File: src/rtl/sram_client_mux_pkg.sv
// rtl/sram_client_mux_pkg.sv - shared widths, state encoding and helpers for the SRAM client mux
package sram_client_mux_pkg;

  localparam int N_CLIENTS = 3;
  localparam int ADDR_W    = 18;
  localparam int DATA_W    = 16;

  typedef enum logic [1:0] {
    ST_SYNC      = 2'd0,
    ST_IDLE      = 2'd1,
    ST_WAIT_ACK  = 2'd2,
    ST_WAIT_DATA = 2'd3
  } mux_state_t;

  // Next client index in the 0 -> 1 -> 2 -> 0 rotation.
  function automatic logic [1:0] next_idx(input logic [1:0] i);
    return (i == 2'd2) ? 2'd0 : i + 2'd1;
  endfunction

endpackage

File: src/rtl/sram_client_mux_rr_pick3.sv
// rtl/sram_client_mux_rr_pick3.sv - combinational 3-way round-robin / fixed-priority picker
module rr_pick3
  import sram_client_mux_pkg::*;
(
  input  logic [2:0] want,
  input  logic [1:0] last,
  input  logic       fixed,
  output logic       any,
  output logic [1:0] idx
);

  logic [1:0] first;
  logic [1:0] second;
  logic [1:0] third;

  // Fixed mode: lowest index wins. Rotating mode: search starts one past the last grant.
  always_comb begin
    any    = |want;
    idx    = 2'd0;
    first  = next_idx(last);
    second = next_idx(first);
    third  = next_idx(second);
    if (fixed) begin
      if (want[0])      idx = 2'd0;
      else if (want[1]) idx = 2'd1;
      else if (want[2]) idx = 2'd2;
    end else begin
      if (want[first])       idx = first;
      else if (want[second]) idx = second;
      else if (want[third])  idx = third;
    end
  end

endmodule

File: src/rtl/sram_client_mux.sv
// rtl/sram_client_mux.sv - shares one toggle-handshake SRAM arbiter port among three clients
module sram_client_mux
  import sram_client_mux_pkg::*;
#(
  parameter int RD_LAT     = 4,
  parameter bit FIXED_PRIO = 1'b0
) (
  input  logic                          clk200,
  input  logic                          reset,
  input  logic [N_CLIENTS-1:0]          cl_req,
  output logic [N_CLIENTS-1:0]          cl_ack,
  input  logic [N_CLIENTS-1:0]          cl_read,
  input  logic [N_CLIENTS*ADDR_W-1:0]   cl_address,
  input  logic [N_CLIENTS-1:0]          cl_lb,
  input  logic [N_CLIENTS-1:0]          cl_ub,
  input  logic [N_CLIENTS*DATA_W-1:0]   cl_wdata,
  output logic [N_CLIENTS*DATA_W-1:0]   cl_rdata,
  output logic                          dn_req,
  input  logic                          dn_ack,
  output logic                          dn_read,
  output logic [ADDR_W-1:0]             dn_address,
  output logic                          dn_lb,
  output logic                          dn_ub,
  output logic [DATA_W-1:0]             dn_wdata,
  input  logic [DATA_W-1:0]             dn_rdata
);

  // Counter starts at RD_LAT-1 so the capture edge lands RD_LAT edges after ack is seen.
  localparam logic [3:0] LAT_INIT = 4'(RD_LAT - 1);

  mux_state_t state;
  logic [1:0] last_grant;
  logic [1:0] gnt;
  logic [3:0] lat_cnt;

  logic [2:0] want;
  logic       pick_any;
  logic [1:0] pick_idx;

  assign want = cl_req ^ cl_ack;

  rr_pick3 u_pick (
    .want  (want),
    .last  (last_grant),
    .fixed (FIXED_PRIO),
    .any   (pick_any),
    .idx   (pick_idx)
  );

  // Single controller: align to the arbiter, grant, wait for ack, wait out read latency, return ack.
  always_ff @(posedge clk200 or posedge reset) begin
    if (reset) begin
      state      <= ST_SYNC;
      last_grant <= 2'd2;
      gnt        <= 2'd0;
      lat_cnt    <= 4'd0;
      cl_ack     <= '0;
      cl_rdata   <= '0;
      dn_req     <= 1'b0;
      dn_read    <= 1'b1;
      dn_address <= '0;
      dn_lb      <= 1'b0;
      dn_ub      <= 1'b0;
      dn_wdata   <= '0;
    end else begin
      case (state)
        ST_SYNC: begin
          dn_req <= dn_ack;
          state  <= ST_IDLE;
        end
        ST_IDLE: begin
          if (pick_any) begin
            gnt        <= pick_idx;
            if (!FIXED_PRIO) last_grant <= pick_idx;
            dn_read    <= cl_read[pick_idx];
            dn_address <= cl_address[pick_idx*ADDR_W +: ADDR_W];
            dn_lb      <= cl_lb[pick_idx];
            dn_ub      <= cl_ub[pick_idx];
            dn_wdata   <= cl_wdata[pick_idx*DATA_W +: DATA_W];
            dn_req     <= ~dn_req;
            state      <= ST_WAIT_ACK;
          end
        end
        ST_WAIT_ACK: begin
          if (dn_ack == dn_req) begin
            if (dn_read) begin
              lat_cnt <= LAT_INIT;
              state   <= ST_WAIT_DATA;
            end else begin
              cl_ack[gnt] <= ~cl_ack[gnt];
              state       <= ST_IDLE;
            end
          end
        end
        ST_WAIT_DATA: begin
          if (lat_cnt == 4'd0) begin
            cl_rdata[gnt*DATA_W +: DATA_W] <= dn_rdata;
            cl_ack[gnt]                    <= ~cl_ack[gnt];
            state                          <= ST_IDLE;
          end else begin
            lat_cnt <= lat_cnt - 4'd1;
          end
        end
        default: state <= ST_SYNC;
      endcase
    end
  end

endmodule
File: config.mk
export PLATFORM = sky130hd
export DESIGN_NAME = sram_client_mux
export DESIGN_NICKNAME = d
export VERILOG_FILES = /design/src/rtl/sram_client_mux_pkg.sv /design/src/rtl/sram_client_mux_rr_pick3.sv /design/src/rtl/sram_client_mux.sv
export SDC_FILE = /design/constraint.sdc
export NUM_CORES = 1
export LEC_CHECK = 0
export CAP_MARGIN = 15
export CORE_UTILIZATION = 38
export DETAILED_ROUTE_END_ITERATION = 8
export GPL_ROUTABILITY_DRIVEN = 0
export MAX_ROUTING_LAYER = met4
export PLACE_DENSITY = 0.83
export SYNTH_ARGS = -nofsm -noshare
export SYNTH_HDL_FRONTEND = slang
export SYNTH_SLANG_ARGS = --single-unit
File: constraint.sdc
create_clock -name clk200 -period 2.8 [get_ports clk200]
set_input_delay 0.28 -clock clk200 [delete_from_list [all_inputs] [get_ports clk200]]
set_output_delay 0.28 -clock clk200 [all_outputs]
set_load 0.05 [all_outputs]
[After elaboration in Yosys (flattened, before gate mapping)]
Cells that the tools add are included.
Word-level totals
  bits in registers: 99
  bits in latches: 0
  RAM bits: 0
  bits in read-only memories: 0
  input port bits: 133
  output and inout bits: 89
  logic and storage cells: 95
  memories kept: 0
Cells by class
  add/sub/neg operators: 5
  multipliers: 1
  div/mod/pow operators: 0
  $lt $le $gt $ge: 6
  eq/ne operators: 13
  shift-type cells: 4
  muxes and demuxes: 39
  bitwise operators: 3
  reductions and logical operators: 12
Operator list (number)
  $shiftx A54 B8 Y18: 1
  $bwmux W48: 1
  $shift A16 B34 Y48 const A: 1
  $shiftx A16 B34 Y48: 1
  $shiftx A48 B7 Y16: 1
  $neg A6 Y34: 1
  $mux W2: 10
  $lt A2 B3 Y1 const B: 5
  $bmux W1 S2: 7
  $mux W4: 3
  $ne A2 B2 Y1 const B: 6
  $eq A2 B2 Y1 const B: 5
  $mux W1: 9
  $mux W3: 3
  $pmux W2 S4: 1
  $pmux W4 S2: 1
  $reduce_and A4 Y1: 2
  $add A2 B1 Y2 const B: 3
  $mul A2 B4 Y6 const B: 1
  $pmux W3 S2: 1
  $reduce_and A2 Y1: 3
  $logic_not A4 Y1: 1
  $reduce_bool A2 Y1: 2
  $sub A4 B1 Y4 const B: 1
  12 further kinds: 13

[Depth between registers and ports, before layout]
Gate-level depths: netlist of the first run.
  word-level depth: 13
  mapped depth: 9
  mapped depth without buffers: 6

[Cells and area by module]
Synthesis of the first run repeated with hierarchy kept, for this count alone.
Unflattened totals
  cell total of the unflattened synthesis: 550
  area, all modules: 4928.5 um2
By module, submodules not included
  sram_client_mux: instances 1, cells each 541, area each 4877.2 um2
  rr_pick3: instances 1, cells each 9, area each 51.3 um2

[Least setup slack after synthesis of the first run]
No wires, ideal clock.
  path type: reg2reg
  start point: reg cl_ack[0]
  end point: reg dn_address[13]
  setup time: 0.089 ns
  arrival time: 2.009 ns
  slack: 0.702 ns
  stages on the path, launching flop included: 8
  path buffers: 3
  period minus slack after synthesis: 2.098 ns
  path through: dfrtp_1 xnor2_1 a31o_2 buf_2 or3_4 buf_6 buf_6 o221ai_2
Between the ends
  word-level cells in the longest chain between the ends: 8
  elaborated cells on any way between the ends: 14
  those cells by class: mul (1); shift (1); mux (9); bitwise (1); reduce/logical (2)
Ends and longest elaborated chain
  from (decl): line sram_client_mux.sv:11  | output logic [N_CLIENTS-1:0] cl_ack,
  from (signal, indexed assignment): line sram_client_mux.sv:90  | cl_ack[gnt] <= ~cl_ack[gnt];
  from (signal, indexed assignment): line sram_client_mux.sv:98  | cl_ack[gnt] <= ~cl_ack[gnt];
  $xor A3 B3 Y3 (*): line sram_client_mux.sv:40  | assign want = cl_req ^ cl_ack;
  $bmux W1 S2: line sram_client_mux_rr_pick3.sv:30  | else if (want[third]) idx = third;
  $mux W1 (not written as such): line sram_client_mux_rr_pick3.sv:30
  $mux W2: line sram_client_mux_rr_pick3.sv:30
  $mux W2: line sram_client_mux_rr_pick3.sv:29  | else if (want[second]) idx = second;
  $mux W2: line sram_client_mux_rr_pick3.sv:28  | if (want[first]) idx = first;
  $mul A2 B4 Y6: line sram_client_mux.sv:76  | dn_address <= cl_address[pick_idx*ADDR_W +: ADDR_W];
  $shiftx A54 B8 Y18: line sram_client_mux.sv:76
  to (signal assigned): line sram_client_mux.sv:76
  to (decl): line sram_client_mux.sv:21  | output logic [ADDR_W-1:0] dn_address,
Every way passes the cells marked *; elsewhere a longest branch is shown, timed or not. The select of a mux whose other input is x is not followed.
A chain may end at the register's enable or synchronous reset.

[Worst setup path in the final report of the first run]
  start point: reg state[0]
  end point: reg cl_rdata[1]
Between the ends
  word-level cells in the longest chain between the ends: 2
Ends and longest elaborated chain
  from (decl): line sram_client_mux.sv:31  | mux_state_t state;
  from (signal assigned): line sram_client_mux.sv:53  | state <= ST_SYNC;
  from (signal assigned): line sram_client_mux.sv:69  | state <= ST_IDLE;
  from (signal assigned): line sram_client_mux.sv:81  | state <= ST_WAIT_ACK;
  $eq A2 B2 Y1: line sram_client_mux.sv:66  | case (state)
  $reduce_and A2 Y1 (no source line)
  to (signal, indexed assignment): line sram_client_mux.sv:97  | cl_rdata[gnt*DATA_W +: DATA_W] <= dn_rdata;
  to (decl): line sram_client_mux.sv:17  | output logic [N_CLIENTS*DATA_W-1:0] cl_rdata,
No other way between the ends.

==> qor.txt, run 1 <==
Reg area -> 2450 µm²
Main synth FF type -> dfrtp_1
multi-input combinational cell area -> 2310 µm²
IO Count -> 222
Critical Path RT -> 2.98 ns
drc violations -> 0
shortest period the worst path allows -> 2.33 ns
Post-CTS Setup Bufs -> 0
R2R cell count -> 6
Fill cells -> 1070
Slew headroom -> 41.7%
Largest delay share family, worst path -> simple AND/OR/NAND/NOR gates
final hold violations -> 0
Avg Vias per Cell -> 5.25
Yosys top cell area share -> 48.7%
Critical Path Fanout Max -> 32
Syn Inst Count -> 513
Worst Hold Class -> in2async
Starting Density -> 39.1%
max cap viols -> 0
pin count of the biggest net entering global routing -> 56
register area share after synthesis -> 49.8%
chip height -> 116 µm
Max Freq -> 429 MHz
cell mode on critical path -> nand2_1
worst-margin pin slew -> 0.873 ns
H-tree depth -> 3
most frequent cell after synthesis -> nand2_1
DR vias -> 4701
Mapped Area -> 4930 µm²
Critical Path Stages -> 6
syn_nets -> 658
antenna viol nets, final -> 0
grt met2 use -> 39.9%
die area -> 13400 µm²
Yosys reg bits -> 98
Post-synth EDFFs -> 0
status -> finished clean
Async SR Flop Fraction -> 100%
P_leak -> 3.29 nW
drt wl/cell -> 16.8 µm
met3 usage -> 4.55%
CTS clock-pin slew for the worst setup and hold paths -> 0.07 ns
worst path buffer plus inverter count -> 1
slowest CP cell -> nand2_1
YS warnings -> 0
number of global-route vias before repair -> 4723
TritonCTS Buffers -> 9
Clock Tree Buf Depth -> 2
Die X-Extent -> 116 µm
DRT Pass-1 Iters -> 5
Slew Viols, Final -> 0
Final period util -> 83.3%
Fin Setup TNS -> 0 ns
final wirelength -> 15000 µm
Crit Path Class -> reg2reg
CP startpoint kind -> flop
Yosys cell types -> 37
Port-buffer cells -> 221
# rows -> 41
CORE AREA -> 12600 µm²
Global Route Usage Sum -> 23.2%
Skew-Pair Late Insertion Delay -> 0.34 ns
final instance area -> 7700 µm²
first-pass GRT wire length -> 23300 µm
share of cells above drive strength 1 -> 7.33%
clk_skew -> 0.00946 ns
Synth-to-Final Area Change -> 56.1%
CP peak stage delay -> 0.52 ns
Hold Buf Count CTS -> 0
TritonCTS clock tree -> done
post-CTS sizing -> 0
endpoints failing setup -> 0
unrepaired setup endpoints after global routing -> no
total power -> 10.6 mW
grt total ovfl -> 0
Post-DP Area -> 7350 µm²
Synth area leaders -> dfrtp_1 49%, nand2_1 11%, o21ai_0 9.1%, mux2i_1 8.3%, o221ai_1 5.3%
VDD IR max -> 0.000765 V
Syn Area/Cell -> 9.61 µm²
crit-path cells -> ha_1, nor4bb_1, buf_4, nand2_1, nand2_1, o21ai_0
Worst Path Arrival -> 2.52 ns
critical path capture point type -> flop
most congested layer reported by global routing -> met2
post-synth top area cell -> dfrtp_1
Power Density -> 1380 nW/µm²
initial antenna violation count -> 0
clock sink count -> 98
DR iter-0 viols -> 382
post-DP HPWL -> 11500 µm
Final nets -> 863
met1 usage -> 27.1%
CTS root buffer -> clkbuf_16
# diodes -> 0
Synth top cells by count -> 140 x nand2_1, 96 x dfrtp_1, 90 x o21ai_0
## routing by layer
metal	routed length (µm)	share of wire, %
met5	0	0
met2	7540	50
met4	399	2.7
met3	1140	7.6
met1	5930	39
## registers in the layout, indices dropped and copies added (netlist names)
register / count
dn_read: 1
cl_ack: 3
gnt: 1
cl_rdata: 48
last_grant: 2
state: 2
lat_cnt: 4
dn_ub: 1
dn_wdata: 16
dn_lb: 1
dn_address: 18
dn_req: 1
## worst paths after layout
check	start	end	slack [ns]
max	state[0]	cl_rdata[1]	0.47
max reg2reg	state[0]	cl_rdata[1]	0.47
min reg2reg	cl_rdata[15]	cl_rdata[15]	0.48
min	reset	lat_cnt[1]	0.40
min in group clk200	cl_rdata[15]	cl_rdata[15]	0.48
max in group asynchronous	reset	dn_wdata[9]	1.68
## cells by family after synthesis
| group | synth area share [%] |
|---|---|
| compound gates | 19.2 |
| xor+xnor | 1.04 |
| fa+ha+maj | 3.05 |
| buf+inv | 4.37 |
| flops | 49.8 |
| mux | 9.01 |
| simple gates | 13.5 |
## cell usage in the layout, fill, tap and decap left out, types with 2 or more instances in the layout
cell type        Yosys  routed
o21ai_0             90      90
inv_6                0       2
inv_1               10       9
mux2i_1             41      41
clkinvlp_4           0       3
mux2_2               3       3
o31a_1               2       2
clkdlybuf4s50_1      0     221
dfrtp_1             96      96
o221ai_2             8       8
o41ai_1              2       2
clkbuf_16            0       9
o221ai_1            30      29
dfstp_2              2       2
xor2_1               2       2
nand2_1            140     140
a21boi_0             2       2
buf_4                1      10
a31oi_1              2       2
or3b_2               2       2
bufinv_16            0       3
xnor2_1              2       2
nand2b_1             2       2
buf_12               0       2
nor3b_2              0       4
ha_1                12      12
nand3_1              5       5
a21o_1               2       2
nor2_1               4       4
## where the power goes
| part | internal [mW] | switching, mW |
|---|---|---|
| clock network | 0.880 | 0.555 |
| logic | 2.33 | 4.26 |
| registers | 2.12 | 0.463 |
| total | 5.34 | 5.27 |
## layout make-up
class                   count  area share [%]
clock buffers               9            2.93
clock inverters             7            1.59
inverters                  10           0.536
multi-input cells         366            30.0
flip-flops and latches     98            31.9
well taps                 172            2.80
repair buffers            233            30.2
## stage by stage
step,cells,hold WS [ns],utilization (%),worst slack [ns]
floorplan,513,0.416,-,0.702
global placement,879,0.461,58.2,0.433
detailed placement,879,0.470,58.2,0.349
CTS,895,0.416,61.0,0.458
global route,895,0.445,61.0,0.192
finish,895,0.397,61.0,0.468
## worst reg2reg max path, cell delays in order (launching register included)
cell and delay [ns]:
dfrtp_1 0.40, ha_1 0.30, nor4bb_1 0.35, buf_4 0.22, nand2_1 0.52, nand2_1 0.29, o21ai_0 0.11
Note: power is estimated with default switching activity, not from simulation.
==> run 2, diff against run 1 <==
--- a/config.mk
+++ b/config.mk
@@ -6,7 +6,7 @@
 export NUM_CORES = 1
 export LEC_CHECK = 0
 export CAP_MARGIN = 15
-export CORE_UTILIZATION = 38
+export CORE_UTILIZATION = 40
 export DETAILED_ROUTE_END_ITERATION = 8
 export GPL_ROUTABILITY_DRIVEN = 0
 export MAX_ROUTING_LAYER = met4
==> constraint.sdc (replaced) <==
create_clock -name clk200 -period 2.2 [get_ports clk200]
set_input_delay 0.22 -clock clk200 [delete_from_list [all_inputs] [get_ports clk200]]
set_output_delay 0.22 -clock clk200 [all_outputs]
set_load 0.05 [all_outputs]
==> qor.txt, run 2 (synthesized netlist as in run 1, its figures left out) <==
Largest delay share family, worst path -> compound AO/OA/AOI/OAI gates
Max Freq -> 483 MHz
IO Count -> 222
final hold violations -> 0
reg2reg setup slack -> 0.13 ns
Final nets -> 866
Worst Hold Class -> in2async
commonest non-fill, non-tap cell in the layout -> clkdlybuf4s50_1
DRT Pass-1 Iters -> 7
Critical Path Fanout Max -> 5
crit-path cells -> inv_1, ha_1, or3b_2, a22oi_1, o21ai_0, mux2i_1
# rows -> 40
unrepaired setup endpoints after global routing -> no
final wirelength -> 15100 µm
DR WL met2 -> 7500 µm
largest register by flop count -> cl_rdata
uppermost layer routed -> met4
Final period util -> 94.0%
H-tree depth -> 3
Avg Vias per Cell -> 5.38
DR vias -> 4698
post-DP HPWL -> 11100 µm
initial antenna violation count -> 0
VDD IR max -> 0.00132 V
CTS clock-pin slew for the worst setup and hold paths -> 0.06 ns
clk_skew -> 0.00509 ns
Fin Setup TNS -> 0 ns
antenna viol nets, final -> 0
Hold Buf Count CTS -> 0
reg-to-reg startpoint -> lat_cnt[0]
drc violations -> 0
# diodes -> 0
worst-margin pin slew -> 0.664 ns
CTS root buffer -> clkbuf_16
met1 wire length -> 6110 µm
max reg flops -> 48
Slew headroom -> 55.7%
worst slack at placement -> 0.00160 ns
critical path capture point type -> flop
Slew Viols, Final -> 0
setup ws final -> 0.132 ns
shortest period the worst path allows -> 2.07 ns
P_leak -> 3.29 nW
Synth-to-Final Area Change -> 55.2%
die area -> 12800 µm²
slowest CP cell -> or3b_2
final instance area -> 7650 µm²
met3 wire length -> 1070 µm
CP startpoint kind -> flop
max cap viols -> 0
first-pass GRT wire length -> 23400 µm
Global Route Usage Sum -> 24.7%
chip height -> 113 µm
TritonCTS Buffers -> 9
Crit Path Class -> reg2reg
worst path buffer plus inverter count -> 1
pin count of the biggest net entering global routing -> 99
Clock Tree Buf Depth -> 2
status -> finished clean
drt wl/cell -> 17.3 µm
R2R cell count -> 6
Critical Path RT -> 2.42 ns
Top Registers -> cl_rdata (48), dn_address (18), dn_wdata (16)
share of cells above drive strength 1 -> 7.44%
DR iter-0 viols -> 422
clock sink count -> 98
Starting Density -> 41.0%
commonest non-fill, non-tap cells in the layout -> 221 x clkdlybuf4s50_1, 140 x nand2_1, 96 x dfrtp_1
endpoints failing setup -> 0
Fill cells -> 970
Port-buffer cells -> 221
number of global-route vias before repair -> 4563
Worst Path Arrival -> 2.29 ns
TritonCTS clock tree -> done
Die X-Extent -> 113 µm
CP peak stage delay -> 0.46 ns
Skew-Pair Late Insertion Delay -> 0.35 ns
Power Density -> 1750 nW/µm²
Worst R2R End -> state[1]
Post-DP Area -> 7350 µm²
grt total ovfl -> 0
CORE AREA -> 12000 µm²
-- run 2: changes by cell type in the layout (fill, tap and decap cells not counted), sizes merged --
cell / previous run / this run
clkinv: 0 / 4
inv: 11 / 9
bufinv: 3 / 1
clkbuf: 9 / 11
buf: 12 / 15
clkinvlp: 3 / 1
-- run 2: routing by layer --
metal  GRT usage [%]  vias to the layer above
li1                -                     2218
met1            29.1                     2207
met2            40.7                      244
met3            4.98                       29
met4            11.2                        0
met5               -                        -
-- run 2: repair_timing --
action / 4_1_cts / 5_1_grt
gates resized for setup: 0 / 1
endpoints found under the setup margin: 0 / 16
setup buffers: 0 / 0
-- run 2: final cells by class --
type | instances | area, µm² | share of cell area [%]
clock buffer | 11 | 243 | 3.17
timing repair buffer | 236 | 2360 | 30.9
clock inverter | 5 | 53.8 | 0.703
inverter | 10 | 41.3 | 0.540
tap | 147 | 184 | 2.40
multi-input combinational | 366 | 2310 | 30.2
sequential | 98 | 2450 | 32.1
-- run 2: worst register-to-register path: stages, from the launching register on --
cell     delay, ns
dfrtp_1       0.42
inv_1         0.08
ha_1          0.21
or3b_2        0.47
a22oi_1       0.34
o21ai_0       0.26
mux2i_1       0.17
-- run 2: per-stage QoR --
step                      utilization, %  hold slack (ns)  power (mW)  cells
after global routing                63.7            0.422        14.1    873
after floorplan                        -            0.356        8.95    513
final                               63.7            0.342        13.4    873
after detailed placement            61.2            0.470        11.8    857
after global placement              61.2            0.460        11.5    857
after CTS                           63.6            0.400        13.4    873
-- run 2: worst max-delay path by stage --
stage / from / to / slack, ns / depth (start not counted)
3_5_place_dp: cl_req[0] / dn_wdata[4] / 0.002 / 5
6_report: lat_cnt[0] / state[1] / 0.13 / 6
4_1_cts: gnt[1] / cl_rdata[28] / 0.06 / 5
5_1_grt: lat_cnt[0] / state[1] / 0.03 / 6
3_3_place_gp: cl_req[0] / dn_address[2] / 0.09 / 5
2_1_floorplan: cl_ack[0] / dn_address[13] / 0.10 / 7
-- run 2: power breakdown --
group          internal (mW)  switching, mW
clock network          0.909          0.679
registers               2.70          0.596
logic                   3.03           5.45
